<file path="config.mk">
export PLATFORM = sky130hd
export DESIGN_NAME = seq_detect_ctrl
export DESIGN_NICKNAME = d
export VERILOG_FILES = /design/src/rtl/seq_detect_ctrl.sv
export SDC_FILE = /design/constraint.sdc
export NUM_CORES = 1
export LEC_CHECK = 0
export CAP_MARGIN = 30
export CORE_ASPECT_RATIO = 0.5
export CORE_MARGIN = 5
export CORE_UTILIZATION = 49
export CTS_CLUSTER_DIAMETER = 30
export DETAILED_ROUTE_END_ITERATION = 8
export PLACE_DENSITY = 0.8
export SYNTH_ARGS = -nofsm -noshare
export SYNTH_HDL_FRONTEND = slang
export SYNTH_SLANG_ARGS = --single-unit
export TNS_END_PERCENT = 5
</file>
<file path="constraint.sdc">
create_clock -name clk -period 2.6 [get_ports clk]
set_clock_uncertainty 0.1 [all_clocks]
set_input_delay 0.65 -clock clk [delete_from_list [all_inputs] [get_ports clk]]
set_output_delay 0.65 -clock clk [all_outputs]
set_load 0.01 [all_outputs]
</file>
<file path="src/rtl/seq_detect_ctrl.sv">
// ---------------------------------------------------------------------------
// seq_detect_ctrl
//
// Programmable serial-pattern detection controller. A host configures a
// pattern (1..MAX_LEN bits), overlap mode, window length and hit limit, then
// pulses start. The block consumes up to cfg_window bits over a valid/ready
// handshake, pulses hit for every match and reports the hit count, the index
// of the first matching bit and a one-cycle done pulse at the end of the run.
//
// Ports
//   clk, rst            clock (rising edge), synchronous active-high reset
//   start, abort        run control (start sampled in IDLE, abort in RUN)
//   cfg_pattern         pattern, bit cfg_len-1 is the first bit expected
//   cfg_len             pattern length, 0 -> 1, >MAX_LEN -> MAX_LEN
//   cfg_overlap         1 = overlapping matches allowed
//   cfg_window          number of bits to consume (0 = empty run)
//   cfg_max_hits        stop after this many hits (0 = unlimited)
//   in_valid, in_bit    serial stream input
//   in_ready            bit accepted when in_valid & in_ready (RUN only)
//   busy                high in RUN and DONE
//   hit                 one-cycle pulse per match
//   hit_count           matches in the current/last run (saturating)
//   first_hit_vld/_idx  0-based index of the bit completing the first match
//   done                one-cycle pulse at run end
//   aborted             last run was ended by abort
//   state_o             FSM state: IDLE=0, RUN=1, DONE=2
// ---------------------------------------------------------------------------
module seq_detect_ctrl #(
   parameter int MAX_LEN = 8,
   parameter int CNT_W   = 8
) (
   input  logic               clk,
   input  logic               rst,
   input  logic               start,
   input  logic               abort,
   input  logic [MAX_LEN-1:0] cfg_pattern,
   input  logic [3:0]         cfg_len,
   input  logic               cfg_overlap,
   input  logic [CNT_W-1:0]   cfg_window,
   input  logic [CNT_W-1:0]   cfg_max_hits,
   input  logic               in_valid,
   input  logic               in_bit,
   output logic               in_ready,
   output logic               busy,
   output logic               hit,
   output logic [CNT_W-1:0]   hit_count,
   output logic               first_hit_vld,
   output logic [CNT_W-1:0]   first_hit_idx,
   output logic               done,
   output logic               aborted,
   output logic [1:0]         state_o
);

   localparam int FW = $clog2(MAX_LEN + 1);

   typedef enum logic [1:0] {
      IDLE = 2'd0,
      RUN  = 2'd1,
      DONE = 2'd2
   } state_t;

   state_t             state_reg, state_next;

   // Configuration captured at start
   logic [MAX_LEN-1:0] pat_reg, pat_next;
   logic [3:0]         len_reg, len_next;
   logic               overlap_reg, overlap_next;
   logic [CNT_W-1:0]   window_reg, window_next;
   logic [CNT_W-1:0]   max_hits_reg, max_hits_next;

   // Datapath state
   logic [MAX_LEN-1:0] hist_reg, hist_next;
   logic [FW-1:0]      fill_reg, fill_next;
   logic [CNT_W-1:0]   bitcnt_reg, bitcnt_next;
   logic               hit_reg, hit_next;
   logic [CNT_W-1:0]   hit_count_reg, hit_count_next;
   logic               first_vld_reg, first_vld_next;
   logic [CNT_W-1:0]   first_idx_reg, first_idx_next;
   logic               aborted_reg, aborted_next;

   // Combinational helpers
   logic [3:0]         len_clamped;
   logic [MAX_LEN-1:0] hist_new;
   logic [FW-1:0]      fill_new;
   logic [MAX_LEN-1:0] len_mask;
   logic               accept;
   logic               match;
   logic               last_bit;
   logic               max_reached;
   logic [CNT_W-1:0]   hit_count_inc;

   assign len_clamped = (cfg_len == 4'd0)            ? 4'd1 :
                        (cfg_len > 4'(MAX_LEN))      ? 4'(MAX_LEN) : cfg_len;

   assign accept   = (state_reg == RUN) && in_valid;
   assign hist_new = MAX_LEN'({hist_reg, in_bit});
   assign fill_new = (fill_reg == FW'(MAX_LEN)) ? fill_reg : fill_reg + FW'(1);

   // Only the low len bits of history and pattern take part in the compare
   genvar gi;
   generate
      for (gi = 0; gi < MAX_LEN; gi++) begin : g_mask
         assign len_mask[gi] = (len_reg > 4'(gi));
      end
   endgenerate

   // fill counts bits seen since the last reset of the history, so a match
   // needs at least len fresh bits (also enforces the non-overlap restart)
   assign match = (FW'(len_reg) <= fill_new) &&
                  (((hist_new ^ pat_reg) & len_mask) == '0);

   // The bit being accepted is index bitcnt_reg; window is nonzero in RUN
   assign last_bit      = (bitcnt_reg == window_reg - CNT_W'(1));
   assign max_reached   = (max_hits_reg != '0) &&
                          ((hit_count_reg + CNT_W'(1)) == max_hits_reg);
   assign hit_count_inc = (hit_count_reg == '1) ? hit_count_reg
                                                : hit_count_reg + CNT_W'(1);

   always_ff @(posedge clk) begin
      if (rst) begin
         state_reg     <= IDLE;
         pat_reg       <= '0;
         len_reg       <= 4'd1;
         overlap_reg   <= 1'b0;
         window_reg    <= '0;
         max_hits_reg  <= '0;
         hist_reg      <= '0;
         fill_reg      <= '0;
         bitcnt_reg    <= '0;
         hit_reg       <= 1'b0;
         hit_count_reg <= '0;
         first_vld_reg <= 1'b0;
         first_idx_reg <= '0;
         aborted_reg   <= 1'b0;
      end else begin
         state_reg     <= state_next;
         pat_reg       <= pat_next;
         len_reg       <= len_next;
         overlap_reg   <= overlap_next;
         window_reg    <= window_next;
         max_hits_reg  <= max_hits_next;
         hist_reg      <= hist_next;
         fill_reg      <= fill_next;
         bitcnt_reg    <= bitcnt_next;
         hit_reg       <= hit_next;
         hit_count_reg <= hit_count_next;
         first_vld_reg <= first_vld_next;
         first_idx_reg <= first_idx_next;
         aborted_reg   <= aborted_next;
      end
   end

   always_comb begin
      state_next     = state_reg;
      pat_next       = pat_reg;
      len_next       = len_reg;
      overlap_next   = overlap_reg;
      window_next    = window_reg;
      max_hits_next  = max_hits_reg;
      hist_next      = hist_reg;
      fill_next      = fill_reg;
      bitcnt_next    = bitcnt_reg;
      hit_next       = 1'b0;
      hit_count_next = hit_count_reg;
      first_vld_next = first_vld_reg;
      first_idx_next = first_idx_reg;
      aborted_next   = aborted_reg;

      case (state_reg)
         IDLE: begin
            if (start) begin
               pat_next       = cfg_pattern;
               len_next       = len_clamped;
               overlap_next   = cfg_overlap;
               window_next    = cfg_window;
               max_hits_next  = cfg_max_hits;
               hist_next      = '0;
               fill_next      = '0;
               bitcnt_next    = '0;
               hit_count_next = '0;
               first_vld_next = 1'b0;
               first_idx_next = '0;
               aborted_next   = 1'b0;
               state_next     = (cfg_window == '0) ? DONE : RUN;
            end
         end
         RUN: begin
            if (accept) begin
               hist_next   = hist_new;
               fill_next   = fill_new;
               bitcnt_next = bitcnt_reg + CNT_W'(1);
               if (match) begin
                  hit_next       = 1'b1;
                  hit_count_next = hit_count_inc;
                  if (!first_vld_reg) begin
                     first_vld_next = 1'b1;
                     first_idx_next = bitcnt_reg;
                  end
                  if (!overlap_reg) begin
                     fill_next = '0;
                  end
               end
               if (last_bit || (match && max_reached)) begin
                  state_next = DONE;
               end
            end
            // A bit accepted alongside abort was processed above
            if (abort) begin
               aborted_next = 1'b1;
               state_next   = DONE;
            end
         end
         DONE: begin
            state_next = IDLE;
         end
         default: begin
            state_next = IDLE;
         end
      endcase
   end

   assign in_ready      = (state_reg == RUN);
   assign busy          = (state_reg == RUN) || (state_reg == DONE);
   assign done          = (state_reg == DONE);
   assign hit           = hit_reg;
   assign hit_count     = hit_count_reg;
   assign first_hit_vld = first_vld_reg;
   assign first_hit_idx = first_idx_reg;
   assign aborted       = aborted_reg;
   assign state_o       = state_reg;

endmodule

</file>
## After elaboration in Yosys (flattened, before gate mapping)

Cells that the tools add are included.

- Bits in registers: 69
- Word-level logic and storage cells: 100
- Input bits: 35

- Add/subtract/negate cells: 4
- Muxes and demuxes: 34
- Reduce and logical (&&, ||, !) cells: 20
- Bitwise logic cells: 4
- $lt $le $gt $ge: 10
- Equality and inequality tests: 14

Operator list:

| operator | number |
|---|---|
| $mux 8 | 8 |
| $pmux 8 s2 | 3 |
| $mux 4 | 7 |
| $add 8x1->8 const B | 2 |
| $eq 8x8->1 | 2 |
| $gt 4x3->1 const B | 4 |
| $logic_not 8->1 | 2 |
| $pmux 7 s2 | 1 |
| $mux 2 | 5 |
| $reduce_and 5->1 | 2 |
| $reduce_and 3->1 | 3 |
| $and 8x8->8 | 1 |
| $eq 8x8->1 const B | 1 |
| $gt 4x1->1 const B | 2 |
| $gt 4x2->1 const B | 2 |
| $ne 2x2->1 const B | 4 |
| $pmux 4 s2 | 1 |
| $reduce_bool 8->1 | 1 |
| $sub 8x1->8 const B | 1 |
| $xor 8x8->8 | 1 |
| $mux 7 | 1 |
| $ne 3x2->1 const B | 2 |
| $mux 1 | 5 |
| $add 4x1->4 const B | 1 |
| other kinds (17) | 24 |

## Depth between registers and ports, before layout

Gate-level depths: netlist of the first run.

- Word-level depth: 10
- Depth in mapped cells: 14
- Mapped depth without buffers: 13

## Least setup slack after synthesis of the first run

No wires, ideal clock.

- Kind: register to register
- Start: reg fill_reg[0]
- End: reg first_idx_reg[3], in the netlist first_hit_idx[3]
- Stages on the path, launching flop included: 15
- Setup slack: -112 ps
- Data required time: 2367 ps
- Arrival: 2479 ps
- Buffers on the path: 1
- Cell sequence: dfxtp_1 inv_1 ha_1 nand2_1 nand2_1 mux2_2 ha_1 nand4_1 o21ai_0 a21oi_1 a2111oi_4 nand3b_2 buf_4 o2111ai_1 o31ai_2

- Longest elaborated chain between the ends: 6
- Elaborated cells between the ends (all ways): 7
- Classes of those cells: add/sub: 1; order compare: 1; eq/ne: 2; mux: 1; reduce/logical: 2

Ends and longest elaborated chain:

| item | RTL line | source |
|---|---|---|
| start, declared | 73 | `logic [FW-1:0] fill_reg, fill_next;` |
| start signal, assigned | 143 | `fill_reg <= fill_next;` |
| $add 4x1->4 or $eq 4x4->1 (tied branches) | 97 | `assign fill_new = (fill_reg == FW'(MAX_LEN)) ? fill_reg : fill_reg + FW'(1);` |
| $mux 4 * | 97 |  |
| $le 4x4->1 * | 109 | `assign match = (FW'(len_reg) <= fill_new) &&` |
| $logic_and 1x1->1 * | 109 |  |
| $ne 2x1->1 (no line) * | - |  |
| $reduce_and 5->1 (no line) * | - |  |
| end signal, assigned | 148 | `first_idx_reg <= first_idx_next;` |
| end, declared | 78 | `logic [CNT_W-1:0] first_idx_reg, first_idx_next;` |

Every way passes the cells marked *; elsewhere a longest branch is shown, timed or not.
A chain may end at the register's enable or synchronous reset.

## Worst setup path after layout of the first run

- Start: reg fill_reg[1]
- End: reg state_reg[0], in the netlist state_o[0]

- Longest elaborated chain between the ends: 8
- Elaborated cells between the ends (all ways): 9
- Classes of those cells: add/sub: 1; order compare: 1; eq/ne: 2; mux: 1; reduce/logical: 4

Ends and longest elaborated chain:

| item | RTL line | source |
|---|---|---|
| $add 4x1->4 or $eq 4x4->1 (tied branches) | 97 |  |
| $mux 4 * | 97 |  |
| $le 4x4->1 * | 109 |  |
| $logic_and 1x1->1 * | 109 |  |
| $logic_and 1x1->1 * | 203 | `if (last_bit \|\| (match && max_reached)) begin` |
| $logic_or 1x1->1 * | 203 |  |
| $ne 3x2->1 (no line) * | - |  |
| $reduce_and 3->1 (no line) * | - |  |
| end signal, assigned | 136 | `state_reg <= state_next;` |
| end, declared | 62 | `state_t state_reg, state_next;` |

Marked as above.

==> out/qor.txt, run 1 <==
RUN STATUS
-------------------------------------------------------------------------------------------------
Outcome                                                                              finished with violations
Failing checks                                                                       setup timing

YOSYS
-------------------------------------------------------------------------------------------------
Syn nets                                                                                      509
Area leader, netlist                                                                 sky130_fd_sc_hd__dfxtp_1
Main area contributors after synthesis                                               sky130_fd_sc_hd__dfxtp_1 37%, sky130_fd_sc_hd__nand2_1 7.9%, sky130_fd_sc_hd__a21oi_1 6.7%, sky130_fd_sc_hd__xor2_1 4.7%, sky130_fd_sc_hd__ha_1 4.0%
Top-area cell type share of the netlist area                                               37.06%
Count of flip-flops with a built-in enable after synthesis                                      0
Sequential-to-total area share from yosys stat                                             37.06%
Dominant register cell in the synthesized netlist                                    sky130_fd_sc_hd__dfxtp_1
Post-synthesis register bit count                                                              69
Mean instance size in the synthesized netlist                                          8.068 um^2
Number of distinct library cell variants in the gate-level netlist after synthesis             63
Cell count after synthesis                                                                    462
Count of synthesis-stage warnings from yosys                                                    0
Combined area of all synthesized cells                                                  3727 um^2
Post-synth ARST share                                                                          0%

SETUP PATH
-------------------------------------------------------------------------------------------------
Launching element type of the critical path                                              register
Critical path data required time                                                          2.73 ns
Critical Path Max Stage Delay                                                             0.35 ns
CP Class                                                                             register to register
CP Capture Type                                                                          register
Cell at the slowest stage of the critical path                                       sky130_fd_sc_hd__dfxtp_2
CP top delay family                                                                  compound AO/OA/AOI/OAI gates
Highest net fanout along the worst path                                                         7
Combined buffer and inverter count along the critical path                                      3
Data arrival time of the critical path                                                    2.73 ns
CP most frequent cell                                                                sky130_fd_sc_hd__ha_4
Cell-by-cell listing of the critical path                                            inv_2, ha_4, nand2_2, nand2_1, mux2_4, ha_4, nand4_1, o21ai_1, a21oi_2, a2111oi_4, buf_6, buf_4, a311oi_2, nor2_1, o32ai_1

POWER AND IR DROP
-------------------------------------------------------------------------------------------------
Max IR drop VDD                                                                       0.0003848 V
Static Leakage                                                                           1.843 nW
Power density normalized to cell area                                                674.3 nW/um^2
Final Power                                                                              3.344 mW

LAYOUT
-------------------------------------------------------------------------------------------------
Finished Core Util                                                                         67.22%
Final Net Count                                                                               573
Top library cells by usage in the layout, fill and taps aside                        77 x sky130_fd_sc_hd__nand2_1, 67 x sky130_fd_sc_hd__dfxtp_1, 57 x sky130_fd_sc_hd__clkdlybuf4s50_1
Number of antenna cells inserted                                                                0
Signed area change from the synthesized netlist to the final layout                        33.03%
Share of cells above drive strength 1                                                      13.94%
Most common cell after layout, fill and taps aside                                   sky130_fd_sc_hd__nand2_1

STA
-------------------------------------------------------------------------------------------------
Final sum of negative setup slack                                                    -0.0009124 ns
Final critical path time including I/O delays and setup                                  2.601 ns
Final setup viols                                                                               1
Number of max-slew violations in the final report                                               0
RSZ-0062 raised after global routing                                                          yes
Post-layout worst setup margin                                                       -0.0009124 ns
Number of failing hold endpoints at the final stage                                             0
Fmax                                                                                   0.3845 GHz
Period Utilization, post-route                                                             100.0%
Worst Hold Slack                                                                        0.3511 ns
Remaining max-slew budget at the tightest pin                                              63.94%
Least-Margin Pin Slew                                                                   0.5373 ns

ROUTE
-------------------------------------------------------------------------------------------------
Number of nets with antenna violations after routing                                            0
Vias per std cell                                                                           5.713
Routed WL                                                                                 9410 um
# DRC                                                                                           0
First DRT Iteration DRCs                                                                      307
Length of the first detailed-routing pass in iterations                                         5
Wire length per cell                                                                     15.01 um
Total number of vias                                                                         3582

FLOORPLANNING
-------------------------------------------------------------------------------------------------
Die ar.                                                                                 9557 um^2
Y dimension of the die                                                                   71.67 um
Core Rows                                                                                      22
Io pins                                                                                        59
Width of the chip                                                                        133.3 um
Floorplan core area                                                                     7377 um^2
Initial core utilization                                                                   50.53%

CLOCK TREE
-------------------------------------------------------------------------------------------------
Total CTS buffers                                                                               9
Depth of the CTS H-tree                                                                         3
Number of buffers inserted by hold repair at cts                                                0
Worst-skew pair later-pin latency                                                         0.34 ns
Number of clock sinks                                                                          69
Clock tree buffer depth                                                                         2
Clock tree from TritonCTS                                                                    done
Clock transition at the registers of the reported paths                                   0.05 ns
Root cell of the clock tree                                                          sky130_fd_sc_hd__clkbuf_16

GLOBAL ROUTE
-------------------------------------------------------------------------------------------------
Total gr overflow                                                                               0
Maximum number of pins on one net before global-route repair                                   40
Number of global-route vias before repair                                                    3217
First-pass GRT wire length                                                               15570 um
Number of antenna violations at the first check in global routing                               0
Total routing usage reported by global routing                                             20.02%

PLACED DESIGN
-------------------------------------------------------------------------------------------------
# port buffers                                                                                 58
Placed wire-length estimate after detailed placement                                      6505 um
Gp weighted congestion                                                                     0.8725

WORST HOLD PATH
-------------------------------------------------------------------------------------------------
Classification of the worst-slack hold path                                          register to register

FLOW RUN
-------------------------------------------------------------------------------------------------
Number of max-cap violations                                                                    0

final timing paths:
path / start / to / slack, ns / depth (start not counted)
worst max-delay path: fill_reg[1]$_SDFFE_PP0P_ / state_o[0]$_SDFFE_PP0P_ / -0.0009 / 15
worst max register to register: fill_reg[1]$_SDFFE_PP0P_ / state_o[0]$_SDFFE_PP0P_ / -0.0009 / 15
worst min-delay path: overlap_reg$_SDFFE_PP0P_ / overlap_reg$_SDFFE_PP0P_ / 0.35 / 2
worst min register to register: overlap_reg$_SDFFE_PP0P_ / overlap_reg$_SDFFE_PP0P_ / 0.35 / 2
power breakdown:
part | switching, mW | total (mW) | internal [mW] | leakage, nW
logic | 0.458 | 0.845 | 0.387 | 1.12
clock network | 0.440 | 1.31 | 0.872 | 0.161
registers | 0.0691 | 1.19 | 1.12 | 0.562
total | 0.967 | 3.34 | 2.38 | 1.84
timing repair:
item,4_1_cts,5_1_grt
endpoints found under the hold margin,0,0
gates resized for setup,3,4
gates cloned,1,0
setup buffers,4,0
pin swaps,3,2
endpoints found under the setup margin,17,21
worst register-to-register path, cell delays in order, from the launching register on:
cell and delay [ns]:
sky130_fd_sc_hd__dfxtp_2 0.35, sky130_fd_sc_hd__inv_2 0.05, sky130_fd_sc_hd__ha_4 0.15, sky130_fd_sc_hd__nand2_2 0.06
sky130_fd_sc_hd__nand2_1 0.05, sky130_fd_sc_hd__mux2_4 0.29, sky130_fd_sc_hd__ha_4 0.24, sky130_fd_sc_hd__nand4_1 0.06
sky130_fd_sc_hd__o21ai_1 0.07, sky130_fd_sc_hd__a21oi_2 0.15, sky130_fd_sc_hd__a2111oi_4 0.05, sky130_fd_sc_hd__buf_6 0.16
sky130_fd_sc_hd__buf_4 0.14, sky130_fd_sc_hd__a311oi_2 0.21, sky130_fd_sc_hd__nor2_1 0.09, sky130_fd_sc_hd__o32ai_1 0.26
cells in the mapped netlist (6+ instances only):
master / count
sky130_fd_sc_hd__nand4b_1: 6
sky130_fd_sc_hd__nand2_1: 78
sky130_fd_sc_hd__dfxtp_1: 69
sky130_fd_sc_hd__ha_1: 12
sky130_fd_sc_hd__o21ai_0: 13
sky130_fd_sc_hd__xnor2_1: 15
sky130_fd_sc_hd__o2111ai_1: 11
sky130_fd_sc_hd__nor2_1: 31
sky130_fd_sc_hd__inv_1: 12
sky130_fd_sc_hd__nand4_1: 9
sky130_fd_sc_hd__a21oi_1: 50
sky130_fd_sc_hd__nand3_1: 23
sky130_fd_sc_hd__clkbuf_1: 28
sky130_fd_sc_hd__xor2_1: 20
final cells by class:
type / count / area (um^2)
Clock buffer: 14 / 294.0
Clock inverter: 2 / 37.54
Fill cell: 592 / 2419
Inverter: 13 / 48.80
Multi-Input combinational cell: 349 / 2275
Sequential cell: 69 / 1384
Tap cell: 96 / 120.1
Timing Repair Buffer: 84 / 799.5
per-layer routing:
layer,global-route usage [%],up-vias,routed length (um)
met5,0,-,0
li1,-,1769,-
met4,7.070,0,159
met3,6.522,17,523
met1,26.63,1690,4545
met2,30.73,106,4181
kinds of logic after synthesis:
kind of cell    Yosys count  share of synthesized area, %
fa+ha+maj                12                         4.028
xor+xnor                 35                         8.224
flops                    69                         37.06
compound gates          115                         20.88
mux                       5                         1.477
buf+inv                  45                         4.699
simple gates            181                         23.63
per-stage QoR:
stage               std cells  instance area, um^2  worst slack, ns
floorplan                 462                 3802         -0.05524
global placement          606                 4554          -0.1405
detailed placement        606                 4554          -0.1801
CTS                       627                 4938         -0.01251
global route              627                 4959          -0.1081
finish                    627                 4959       -0.0009124
No activity file was read; power rests on OpenSTA's default activity.
==> run 2, diff against run 1 <==
Settings changed: PLACE_DENSITY 0.8 to 0.78.
==> out/qor.txt, run 2 (synthesis gave the netlist of run 1 again) <==
SETUP PATH
----------------------------------------------------------------------------------
Critical path data required time                                           2.72 ns
Cell at the slowest stage of the critical path                        sky130_fd_sc_hd__dfxtp_2
CP Class                                                              register to register
Critical Path Max Stage Delay                                              0.36 ns
CP most frequent cell                                                 sky130_fd_sc_hd__ha_4
Timing startpoint of the critical path                                fill_reg[1]$_SDFFE_PP0P_
Beginning of the worst register-to-register path                      fill_reg[1]$_SDFFE_PP0P_
CP top delay family                                                   compound AO/OA/AOI/OAI gates
Launching element type of the critical path                               register
Combined buffer and inverter count along the critical path                       3
Data arrival time of the critical path                                     2.68 ns
Cell-by-cell listing of the critical path                             inv_2, ha_4, nand2_2, nand2_1, mux2_4, ha_4, nand4_1, o21ai_1, a21oi_2, a2111oi_4, buf_6, buf_4, a311oi_2, nor2_1, o221a_1
Highest net fanout along the worst path                                          6
CP Capture Type                                                           register

ROUTE
----------------------------------------------------------------------------------
DRT met1 WL                                                                4376 um
Total number of vias                                                          3591
Length of the first detailed-routing pass in iterations                          5
Routed WL                                                                  9439 um
Wire length per cell                                                      15.13 um
Highest metal used                                                            met4
Number of nets with antenna violations after routing                             0
Met2 wire len                                                              4319 um
First DRT Iteration DRCs                                                       318
# DRC                                                                            0
Amount of wire on met3 after detailed routing                               623 um
Vias per std cell                                                            5.755

GLOBAL ROUTE
----------------------------------------------------------------------------------
First-pass GRT wire length                                                16140 um
Number of global-route vias before repair                                     3330
Total gr overflow                                                                0
Total routing usage reported by global routing                              20.78%
Maximum number of pins on one net before global-route repair                    55
Number of antenna violations at the first check in global routing                0

PLACED DESIGN
----------------------------------------------------------------------------------
Placed wire-length estimate after detailed placement                       6603 um
Post-Place Cell Area                                                     4594 um^2
Gp weighted congestion                                                      0.8527
# port buffers                                                                  58
Count of placed standard cells including taps                                  608

LAYOUT
----------------------------------------------------------------------------------
Post-layout instance count excluding filler cells                              624
Finished Cell Area                                                       4928 um^2
Signed area change from the synthesized netlist to the final layout         32.23%
Final Net Count                                                                572
Most common cell after layout, fill and taps aside                    sky130_fd_sc_hd__nand2_1
Share of cells above drive strength 1                                       13.64%
Number of antenna cells inserted                                                 0
Top library cells by usage in the layout, fill and taps aside         77 x sky130_fd_sc_hd__nand2_1, 67 x sky130_fd_sc_hd__dfxtp_1, 57 x sky130_fd_sc_hd__clkdlybuf4s50_1

CLOCK TREE
----------------------------------------------------------------------------------
Number of clock sinks                                                           69
Clock tree from TritonCTS                                                     done
Clock tree buffer depth                                                          2
Depth of the CTS H-tree                                                          3
Worst-skew pair later-pin latency                                          0.33 ns
Root cell of the clock tree                                           sky130_fd_sc_hd__clkbuf_16
Clock transition at the registers of the reported paths                    0.05 ns
Total CTS buffers                                                                9

FLOORPLANNING
----------------------------------------------------------------------------------
Initial core utilization                                                    50.53%
Io pins                                                                         59
Core Rows                                                                       22
Floorplan core area                                                      7377 um^2
Y dimension of the die                                                    71.67 um
Die ar.                                                                  9557 um^2
Width of the chip                                                         133.3 um

STA
----------------------------------------------------------------------------------
Fmax                                                                    0.3904 GHz
Worst Hold Slack                                                         0.3528 ns
Final setup viols                                                                0
RSZ-0062 raised after global routing                                           yes
Final critical path time including I/O delays and setup                   2.562 ns
Number of max-slew violations in the final report                                0
Remaining max-slew budget at the tightest pin                               67.08%
Final sum of negative setup slack                                             0 ns
Period Utilization, post-route                                              98.52%
Least-Margin Pin Slew                                                    0.4938 ns
Number of failing hold endpoints at the final stage                              0

POWER AND IR DROP
----------------------------------------------------------------------------------
Net Switching                                                            0.9402 mW
Power density normalized to cell area                                 645.1 nW/um^2
Max IR drop VDD                                                        0.0003793 V
Relative contribution of the clock network to total power                    36.2%
Pint                                                                      2.239 mW
Part of the power in combinational logic                                     26.6%
Reg power frac                                                               37.2%
Static Leakage                                                            1.833 nW
Fraction of power spent switching nets                                      29.57%
Final Power                                                               3.180 mW

FLOW RUN
----------------------------------------------------------------------------------
Number of max-cap violations                                                     0

RUN STATUS
----------------------------------------------------------------------------------
Outcome                                                               complete, no violations

WORST HOLD PATH
----------------------------------------------------------------------------------
Classification of the worst-slack hold path                           register to register
Start point of the worst hold path                                    overlap_reg$_SDFFE_PP0P_

==> run 2: layout make-up <==
class / count / area (um^2)
Fill cell: 613 / 2449
Multi-Input combinational cell: 348 / 2263
Sequential cell: 69 / 1386
Timing Repair Buffer: 84 / 824.5
Clock buffer: 13 / 280.3
Tap cell: 96 / 120.1
Inverter: 13 / 48.80
Clock inverter: 1 / 5.005
==> run 2: tightest hold or removal path, stage by stage (launching register included) <==
cell and delay (ns):
sky130_fd_sc_hd__dfxtp_1 0.30, sky130_fd_sc_hd__nand2_1 0.05, sky130_fd_sc_hd__a21oi_1 0.05
==> run 2: what timing repair did <==
item                                    CTS  global route
setup buffers                             2             0
pin swaps                                 2             3
endpoints found under the setup margin   15            20
resized for setup                         3             5
hold buffers                              0             0
==> run 2: power by group through the flow <==
stage / Combinational [mW] / Sequential (mW) / Clock (mW)
after detailed placement: 0.801 / 1.21 / 0
after CTS: 0.836 / 1.18 / 1.16
final: 0.844 / 1.18 / 1.15
after global routing: 0.926 / 1.19 / 1.21
after floorplan: 0.498 / 1.19 / 0
after global placement: 0.787 / 1.20 / 0
==> run 2: worst paths after layout <==
kind                                            endpoint  slack (ns)  depth (start not counted)
worst max-delay path             state_o[1]$_SDFFE_PP0P_        0.04                         15
worst min-delay path            overlap_reg$_SDFFE_PP0P_        0.35                          2
worst max register to register   state_o[1]$_SDFFE_PP0P_        0.04                         15
worst min register to register  overlap_reg$_SDFFE_PP0P_        0.35                          2
==> run 2: per-stage QoR <==
| stage | setup slack (ns) | utilization [%] |
|---|---|---|
| 2_1_floorplan | -0.05524 | - |
| 3_3_place_gp | -0.09207 | 62.28 |
| 3_5_place_dp | -0.1406 | 62.28 |
| 4_1_cts | 0.01049 | 66.57 |
| 5_1_grt | -0.1050 | 66.81 |
| 6_report | 0.03842 | 66.81 |
==> run 2: routing by layer <==
metal	vias to the layer above	global-route usage, %
met5	-	0
met4	0	6.499
met3	14	5.610
met2	104	32.70
met1	1700	28.04
li1	1773	-
